--- config.mk ---
export PLATFORM = sky130hd
export DESIGN_NAME = dither_stream_ctrl
export DESIGN_NICKNAME = d
export VERILOG_FILES = /design/src/rtl/dither_stream_ctrl.sv
export SDC_FILE = /design/constraint.sdc
export NUM_CORES = 1
export LEC_CHECK = 0
export CAP_MARGIN = 10
export CORE_MARGIN = 10
export CORE_UTILIZATION = 45
export DETAILED_ROUTE_END_ITERATION = 7
export HOLD_SLACK_MARGIN = 0.08
export PLACE_DENSITY = 0.72
export SYNTH_ARGS = -nofsm -noshare
export SYNTH_HDL_FRONTEND = slang
export SYNTH_SLANG_ARGS = --single-unit
--- constraint.sdc ---
create_clock -name clk -period 2 [get_ports clk]
set_clock_uncertainty 0.15 [all_clocks]
set_input_delay 0.4 -clock clk [delete_from_list [all_inputs] [get_ports clk]]
set_output_delay 0.4 -clock clk [all_outputs]
set_load 0.005 [all_outputs]
--- src/rtl/dither_stream_ctrl.sv ---
// Frame sequencer for the RGB 8:8:8 -> 4:4:4 quantizer feeding the 12-bit VGA path.
// Takes 24-bit pixels over valid/ready, registers one quantized 12-bit pixel with
// sof/eol/eof markers, tracks x/y, and latches the dither mode once per frame.
// Handshake: a transfer happens on any cycle where valid && ready are both high;
// valid never depends on ready, and a presented output holds until it is taken.
module dither_stream_ctrl #(
    parameter int H_RES = 640,
    parameter int V_RES = 480
) (
    input  logic        clk,
    input  logic        rst_n,
    input  logic        start,
    input  logic        dither_en,
    input  logic        abort,
    input  logic        s_valid,
    input  logic [23:0] s_data,
    output logic        s_ready,
    output logic        m_valid,
    output logic [11:0] m_data,
    output logic        m_sof,
    output logic        m_eol,
    output logic        m_eof,
    input  logic        m_ready,
    output logic        busy,
    output logic        frame_done
);

    localparam int XW = (H_RES > 1) ? $clog2(H_RES) : 1;
    localparam int YW = (V_RES > 1) ? $clog2(V_RES) : 1;
    localparam logic [XW-1:0] X_LAST = XW'(H_RES - 1);
    localparam logic [YW-1:0] Y_LAST = YW'(V_RES - 1);

    typedef enum logic [1:0] {
        IDLE   = 2'd0,
        ACTIVE = 2'd1,
        FLUSH  = 2'd2,
        DONE   = 2'd3
    } state_t;

    state_t          state;
    state_t          state_nxt;
    logic [XW-1:0]   x;
    logic [YW-1:0]   y;
    logic            en_lat;
    logic            in_xfer;
    logic            out_xfer;
    logic            first_px;
    logic            eol_px;
    logic            last_px;

    // Round-to-nearest on the upper nibble, saturating so 0xF never wraps to 0x0.
    function automatic logic [3:0] quant(input logic [7:0] c, input logic en);
        if (en && (c[3:0] >= 4'd8) && (c[7:4] < 4'd15))
            return c[7:4] + 4'd1;
        else
            return c[7:4];
    endfunction

    assign in_xfer  = s_valid && s_ready;
    assign out_xfer = m_valid && m_ready;
    assign first_px = (x == '0) && (y == '0);
    assign eol_px   = (x == X_LAST);
    assign last_px  = eol_px && (y == Y_LAST);

    // State register.
    always_ff @(posedge clk or negedge rst_n) begin
        if (!rst_n) state <= IDLE;
        else        state <= state_nxt;
    end

    // Next-state: abort wins over everything, start only matters in IDLE.
    always_comb begin
        state_nxt = state;
        if (abort) begin
            state_nxt = IDLE;
        end else begin
            case (state)
                IDLE:    if (start) state_nxt = ACTIVE;
                ACTIVE:  if (in_xfer && last_px) state_nxt = FLUSH;
                FLUSH:   if (m_ready) state_nxt = DONE;
                DONE:    state_nxt = IDLE;
                default: state_nxt = IDLE;
            endcase
        end
    end

    // State-decoded outputs; input is accepted only when the output slot frees up.
    always_comb begin
        s_ready    = 1'b0;
        busy       = 1'b0;
        frame_done = 1'b0;
        case (state)
            ACTIVE: begin
                s_ready = !m_valid || m_ready;
                busy    = 1'b1;
            end
            FLUSH:   busy = 1'b1;
            DONE:    frame_done = 1'b1;
            default: ;
        endcase
    end

    // Position counters and the per-frame dither mode latch.
    always_ff @(posedge clk or negedge rst_n) begin
        if (!rst_n) begin
            x      <= '0;
            y      <= '0;
            en_lat <= 1'b0;
        end else if (abort) begin
            x <= '0;
            y <= '0;
        end else if (state == IDLE && start) begin
            en_lat <= dither_en;
            x      <= '0;
            y      <= '0;
        end else if (in_xfer) begin
            if (eol_px) begin
                x <= '0;
                y <= (y == Y_LAST) ? '0 : y + YW'(1);
            end else begin
                x <= x + XW'(1);
            end
        end
    end

    // Single-stage output register; a new pixel replaces a departing one without a bubble.
    always_ff @(posedge clk or negedge rst_n) begin
        if (!rst_n) begin
            m_valid <= 1'b0;
            m_data  <= '0;
            m_sof   <= 1'b0;
            m_eol   <= 1'b0;
            m_eof   <= 1'b0;
        end else if (abort) begin
            m_valid <= 1'b0;
            m_sof   <= 1'b0;
            m_eol   <= 1'b0;
            m_eof   <= 1'b0;
        end else if (in_xfer) begin
            m_valid <= 1'b1;
            m_data  <= {quant(s_data[23:16], en_lat),
                        quant(s_data[15:8],  en_lat),
                        quant(s_data[7:0],   en_lat)};
            m_sof   <= first_px;
            m_eol   <= eol_px;
            m_eof   <= last_px;
        end else if (out_xfer) begin
            m_valid <= 1'b0;
            m_sof   <= 1'b0;
            m_eol   <= 1'b0;
            m_eof   <= 1'b0;
        end
    end

endmodule

==> results of run 1 <==
[flip-flops by register name, indices dropped and copies added, names as in the netlist]
name,cells
m_valid,1
m_data,12
m_eof,1
x,10
en_lat,1
state,2
m_eol,1
m_sof,1
y,9
[worst paths after layout]
check | endpoint | slack [ns]
min reg2reg | m_data[2] | 0.36
max | s_ready | 0.07
max reg2reg | y[4] | 0.12
min | m_data[2] | 0.36
max in group asynchronous | y[7] | 0.86
min in group asynchronous | x[7] | 0.39
[routing by layer]
metal  wire, um  vias up  GRT usage (%)
met5          0        -              0
met4        117        0           5.92
met3        429       12           5.93
met2       2460       44           23.4
met1       2270      948           16.5
li1           -     1003              -
[critical path, delay by kind of cell (launching register included)]
kind,cells,cell delay (ns)
fa+ha+maj,1,0.19
buf+inv,2,0.40
flops,1,0.38
simple gates,1,0.13
[timing repair]
item / CTS / global route
pin swaps: 0 / 1
buffers inserted: 2 / 1
endpoints found under the setup margin: 3 / 10
endpoints found under the hold margin: 14 / 0
resized for setup: 5 / 6
hold buffers: 1 / 0
[cell families (layout without fill, tap and decap cells)]
group	after synthesis	after routing
xor gates and xnor gates	17	17
buffers and inverters	20	111
and+or+nand+nor	94	94
DFF	38	38
adders and majority gates	12	12
AOI/OAI and AO/OA	45	45
muxes	7	7
[power groups by stage]
stage / registers (mW) / clock network (mW) / logic [mW]
floorplan: 1.04 / 0 / 0.457
global placement: 1.03 / 0 / 1.08
detailed placement: 1.04 / 0 / 1.10
CTS: 1.02 / 0.570 / 1.12
global route: 1.04 / 0.599 / 1.25
finish: 1.02 / 0.558 / 1.12
[layout by cell type (no fill, tap or decap), types with 2 or more instances in the layout]
master	instances
a21oi_1	24
a21oi_2	2
a31oi_1	3
and3_2	2
buf_4	47
clkbuf_8	6
clkdlybuf4s50_1	36
dfrtp_1	38
dlygate4sd2_1	3
ha_1	11
inv_1	13
mux2_2	4
mux2i_1	3
nand2_1	20
nand3_1	15
nand4_1	11
nor2_1	27
o21ai_0	7
o31ai_1	2
o41ai_1	2
or3_1	5
or4_1	3
xnor2_1	7
xor2_1	10
[cell type report]
cell class / instances / area [um^2]
well taps: 54 / 67.6
fillers: 374 / 1610
clock inverters: 1 / 5.00
clock buffers: 7 / 86.3
repair buffers: 89 / 774
multi-input cells: 175 / 1140
flip-flops and latches: 38 / 951
inverters: 14 / 52.6
[through the flow]
step / hold WS, ns / instances / instance area (um^2) / TNS (ns)
after global placement: 0.185 / 366 / 2920 / -2.76
after global routing: 0.383 / 378 / 3080 / 0
after CTS: 0.371 / 377 / 3040 / 0
after floorplan: -0.0456 / 233 / 2150 / 0
final: 0.363 / 378 / 3080 / 0
after detailed placement: 0.185 / 366 / 2920 / -4.36
==> results.txt, run 1 <==
CTS buffer count -> 5
Critical Path Fanout Max -> 3
IO Count -> 50
Gp weighted congestion -> 0.868
R2r worst-path depth -> 6
Synth Instances -> 233
Post-Synth XOR/XNOR Area -> 6.91%
CP arrival -> 1.38 ns
CP required -> 1.45 ns
Fin nets -> 366
# setup viols final -> 0
Initial DRC count -> 137
Clock Sinks -> 38
Final core occ -> 65.6%
Top cells by area, synth -> dfrtp_1 (44%), ha_1 (7.0%), a21oi_1 (5.8%), nor2_1 (4.7%), xor2_1 (4.1%)
Number of hold violations in the final report -> 0
Main combinational cell family by area after synthesis -> simple AND/OR/NAND/NOR gates
Buffers on Ports -> 40
HP Class -> reg -> reg
Sw Pwr -> 851 uW
Synth warn -> 0
Global-route wire length before repair -> 9110 um
Yosys reg bits -> 38
Die H -> 89.2 um
Fin crit share -> 96.7%
Final min period -> 1.93 ns
Critical path's slowest cell -> dfrtp_1
Pin count of the biggest net entering global routing -> 25
Syn-to-layout area delta -> 42.9%
Total global routing overflow -> 0
Residual DRC count -> 0
Setup crit start -> state[0]
Max-cap violations -> 0
Slew @ Worst Pin -> 0.370 ns
Top post-synthesis cells by count -> dfrtp_1 (38), nor2_1 (27), a21oi_1 (25), nand2_1 (20), nand3_1 (15)
Pwr dens -> 877 mW/mm^2
P_leak -> 1.35 nW
Layout cells sized above 1 -> 23.5%
Post-Synth Simple-Gate Area -> 22.1%
Syn avg cell area -> 9.24 um^2
Antenna violations before repair -> 0
Slew headroom -> 75.3%
Vias per cell -> 5.31
Post-place setup slack -> -0.234 ns
Seq/Total Area, Yosys -> 44.2%
Row cnt -> 25
Mux contribution to synthesized area -> 3.49%
CTS tree -> yes
Detailed Route WL -> 5270 um
Initial Util -> 45.9%
Crit end category -> primary output
Hold Startpoint -> m_data[2]
Switching Share -> 31.5%
Distinct cell type count after synthesis -> 38
Top FF cell, synth -> dfrtp_1
Combinational power share -> 41.5%
Synth top area share -> 44.2%
Cell area after synthesis -> 0.00215 mm^2
Top-count cell post-synth -> dfrtp_1
Ys async rst share -> 100%
Routed Antenna Nets -> 0
CTS Root Cell -> clkbuf_8
Total power -> 2.70 mW
Final Slew Violations -> 0
Post-synth EDFFs -> 0
Peak supply drop -> 0.000623 V
Int Power -> 1.85 mW
WL per Instance -> 13.9 um
Die area -> 0.00795 mm^2
GRT Util Overall -> 14.5%
ANT cells -> 0
CP Launch Type -> flip-flop
RSZ-0062 raised after global routing -> false
H-tree levels -> 2
Post-Synth Adder-Cell Area -> 6.97%
Vias in the first global route -> 2035
Fmax -> 0.517 GHz
Maximum clock path buffer count -> 2
WS Path Type -> reg -> out
Part of the power in registers -> 37.9%
FF-to-FF Start -> x[7]
Clock latency at the later pin of the worst-skew pair -> 0.30 ns
Dominant cell type by area after synthesis -> dfrtp_1
Syn Nets -> 276
Vias -> 2007
Fin worst setup slack -> 0.0666 ns
Die outline width -> 89.2 um
Core footprint -> 0.00469 mm^2
Clock network fraction of total power -> 20.7%
Synth Area in Compound Gates -> 12.0%
Drt pass-1 iters -> 4
CTS clock-pin slew for the worst setup and hold paths -> 0.07 ns
Crit path cell chain -> buf_4 -> ha_2 -> and2_1 -> dlygate4sd2_1
Max incr delay on CP -> 0.38 ns
Detail Placement HPWL -> 4090 um
Worst Hold Depth -> 1
Outcome -> completed
Power figures use the tool's default switching activity.
==> inputs of run 2 (changes only) <==
- CAP_MARGIN: 10 -> 20
- CORE_UTILIZATION: 45 -> 34
- PLACE_DENSITY: 0.72 -> 0.56
==> run 2 against run 1 <==
Sequential power about the same. Global-route usage down 3.3 points. Core utilization down 14 points. Wire length up 2.1%. Design area up 0.49%. Power down 0.78%. Sequential share of layout area down 0.15 points. Cell count up 4.0%. Die area up 25%. Non-clock buffer count down 5. Critical path type is now in -> out.
==> results.txt, run 2 (synthesis results as in run 1) <==
HP Class -> reg -> reg
Detailed Route WL -> 5390 um
Most frequent cells in the layout -> buf_4 (42), dfrtp_1 (38), clkdlybuf4s50_1 (36)
Clock Sinks -> 38
CTS buffer count -> 5
Detail Placement HPWL -> 4110 um
Residual DRC count -> 0
Vias per cell -> 4.88
Post-place setup slack -> -0.242 ns
Syn-to-layout area delta -> 43.6%
Critical Path Fanout Max -> 3
Layout cells sized above 1 -> 22.0%
Drt pass-1 iters -> 4
Fin crit share -> 97.4%
Initial DRC count -> 55
Die area -> 0.00992 mm^2
CTS tree -> yes
GRT Util Overall -> 11.2%
Vias in the first global route -> 1984
ANT cells -> 0
CTS Root Cell -> clkbuf_8
Worst Hold Depth -> 1
Placed cell area -> 0.00292 mm^2
Final Slew Violations -> 0
CTS clock-pin slew for the worst setup and hold paths -> 0.08 ns
# setup viols final -> 0
WS Path Type -> in -> out
Row cnt -> 28
H-tree levels -> 2
Crit end category -> primary output
Final min period -> 1.95 ns
Total global routing overflow -> 0
Pwr dens -> 866 mW/mm^2
Die outline width -> 99.6 um
Top flop regs -> m_data x12, x x10, y x9
Max-cap violations -> 0
Buffers on Ports -> 40
Maximum clock path buffer count -> 2
Max reg flops -> 12
CP arrival -> 1.40 ns
P_leak -> 1.33 nW
Peak supply drop -> 0.000558 V
Design Area, Final -> 0.00309 mm^2
Outcome -> completed
Number of hold violations in the final report -> 0
Gp weighted congestion -> 0.853
Fin worst setup slack -> 0.0517 ns
Fmax -> 0.513 GHz
Core footprint -> 0.00603 mm^2
Clock latency at the later pin of the worst-skew pair -> 0.30 ns
Slew headroom -> 70.9%
Die H -> 99.6 um
Routed Antenna Nets -> 0
Antenna violations before repair -> 0
WL per Instance -> 13.7 um
Global-route wire length before repair -> 9250 um
R2r worst-path depth -> 7
Most common cell after layout, fill and taps aside -> buf_4
Setup TNS -> 0 ns
Initial Util -> 35.7%
Vias -> 1919
Register with the most flip-flops -> m_data
Slew @ Worst Pin -> 0.437 ns
CP Launch Type -> input pin
CP required -> 1.45 ns
Fin nets -> 361
IO Count -> 50
Pin count of the biggest net entering global routing -> 22
==> run 2: worst paths after layout <==
kind	endpoint	slack [ns]	startpoint
setup / recovery	s_ready	0.05	m_ready
hold / removal	m_data[2]	0.36	m_data[2]
setup reg to reg	y[3]	0.08	x[0]
hold reg to reg	m_data[2]	0.36	m_data[2]
max in group asynchronous	en_lat	0.81	rst_n
min in group asynchronous	state[1]	0.42	rst_n
==> run 2: worst max-delay path: stages <==
cell,delay (ns)
clkdlybuf4s50_1,0.42
nand2b_4,0.15
and2_1,0.15
dlygate4sd2_1,0.27
==> run 2: layout make-up <==
class                   instances  area, um^2
fillers                       576        2930
multi-input cells             175        1180
flip-flops and latches         38         951
repair buffers                 84         742
well taps                      75        93.8
clock buffers                   7        76.3
inverters                      14        52.6
==> run 2: metal layers <==
metal  track usage, %  routed length (um)  vias up
li1                 -                   -      989
met1             13.9                2510      884
met2             16.4                2360       37
met3             5.47                 438        9
met4             3.64                  73        0
met5                0                   0        -
==> run 2: power by group <==
group	switching [mW]	leakage [nW]	total [mW]	internal (mW)
Sequential	0.0935	0.496	1.02	0.925
Combinational	0.492	0.800	1.14	0.649
Clock	0.277	0.0383	0.518	0.240
Total	0.862	1.33	2.68	1.81
==> run 2: through the flow <==
stage / cells / power, mW / hold WS, ns / util, %
3_3_place_gp: 383 / 2.12 / 0.215 / 48.5
3_5_place_dp: 383 / 2.13 / 0.218 / 48.5
2_1_floorplan: 233 / 1.49 / -0.0456 / -
4_1_cts: 392 / 2.65 / 0.376 / 50.0
5_1_grt: 393 / 2.87 / 0.396 / 51.3
6_report: 393 / 2.68 / 0.363 / 51.3
==> run 2: what timing repair did <==
action | in CTS | in global routing
buffers inserted | 1 | 1
hold buffers | 1 | 0
pin swaps | 0 | 8
endpoints found under the hold margin | 17 | 0
setup endpoints to repair | 2 | 15
gates resized for setup | 2 | 16
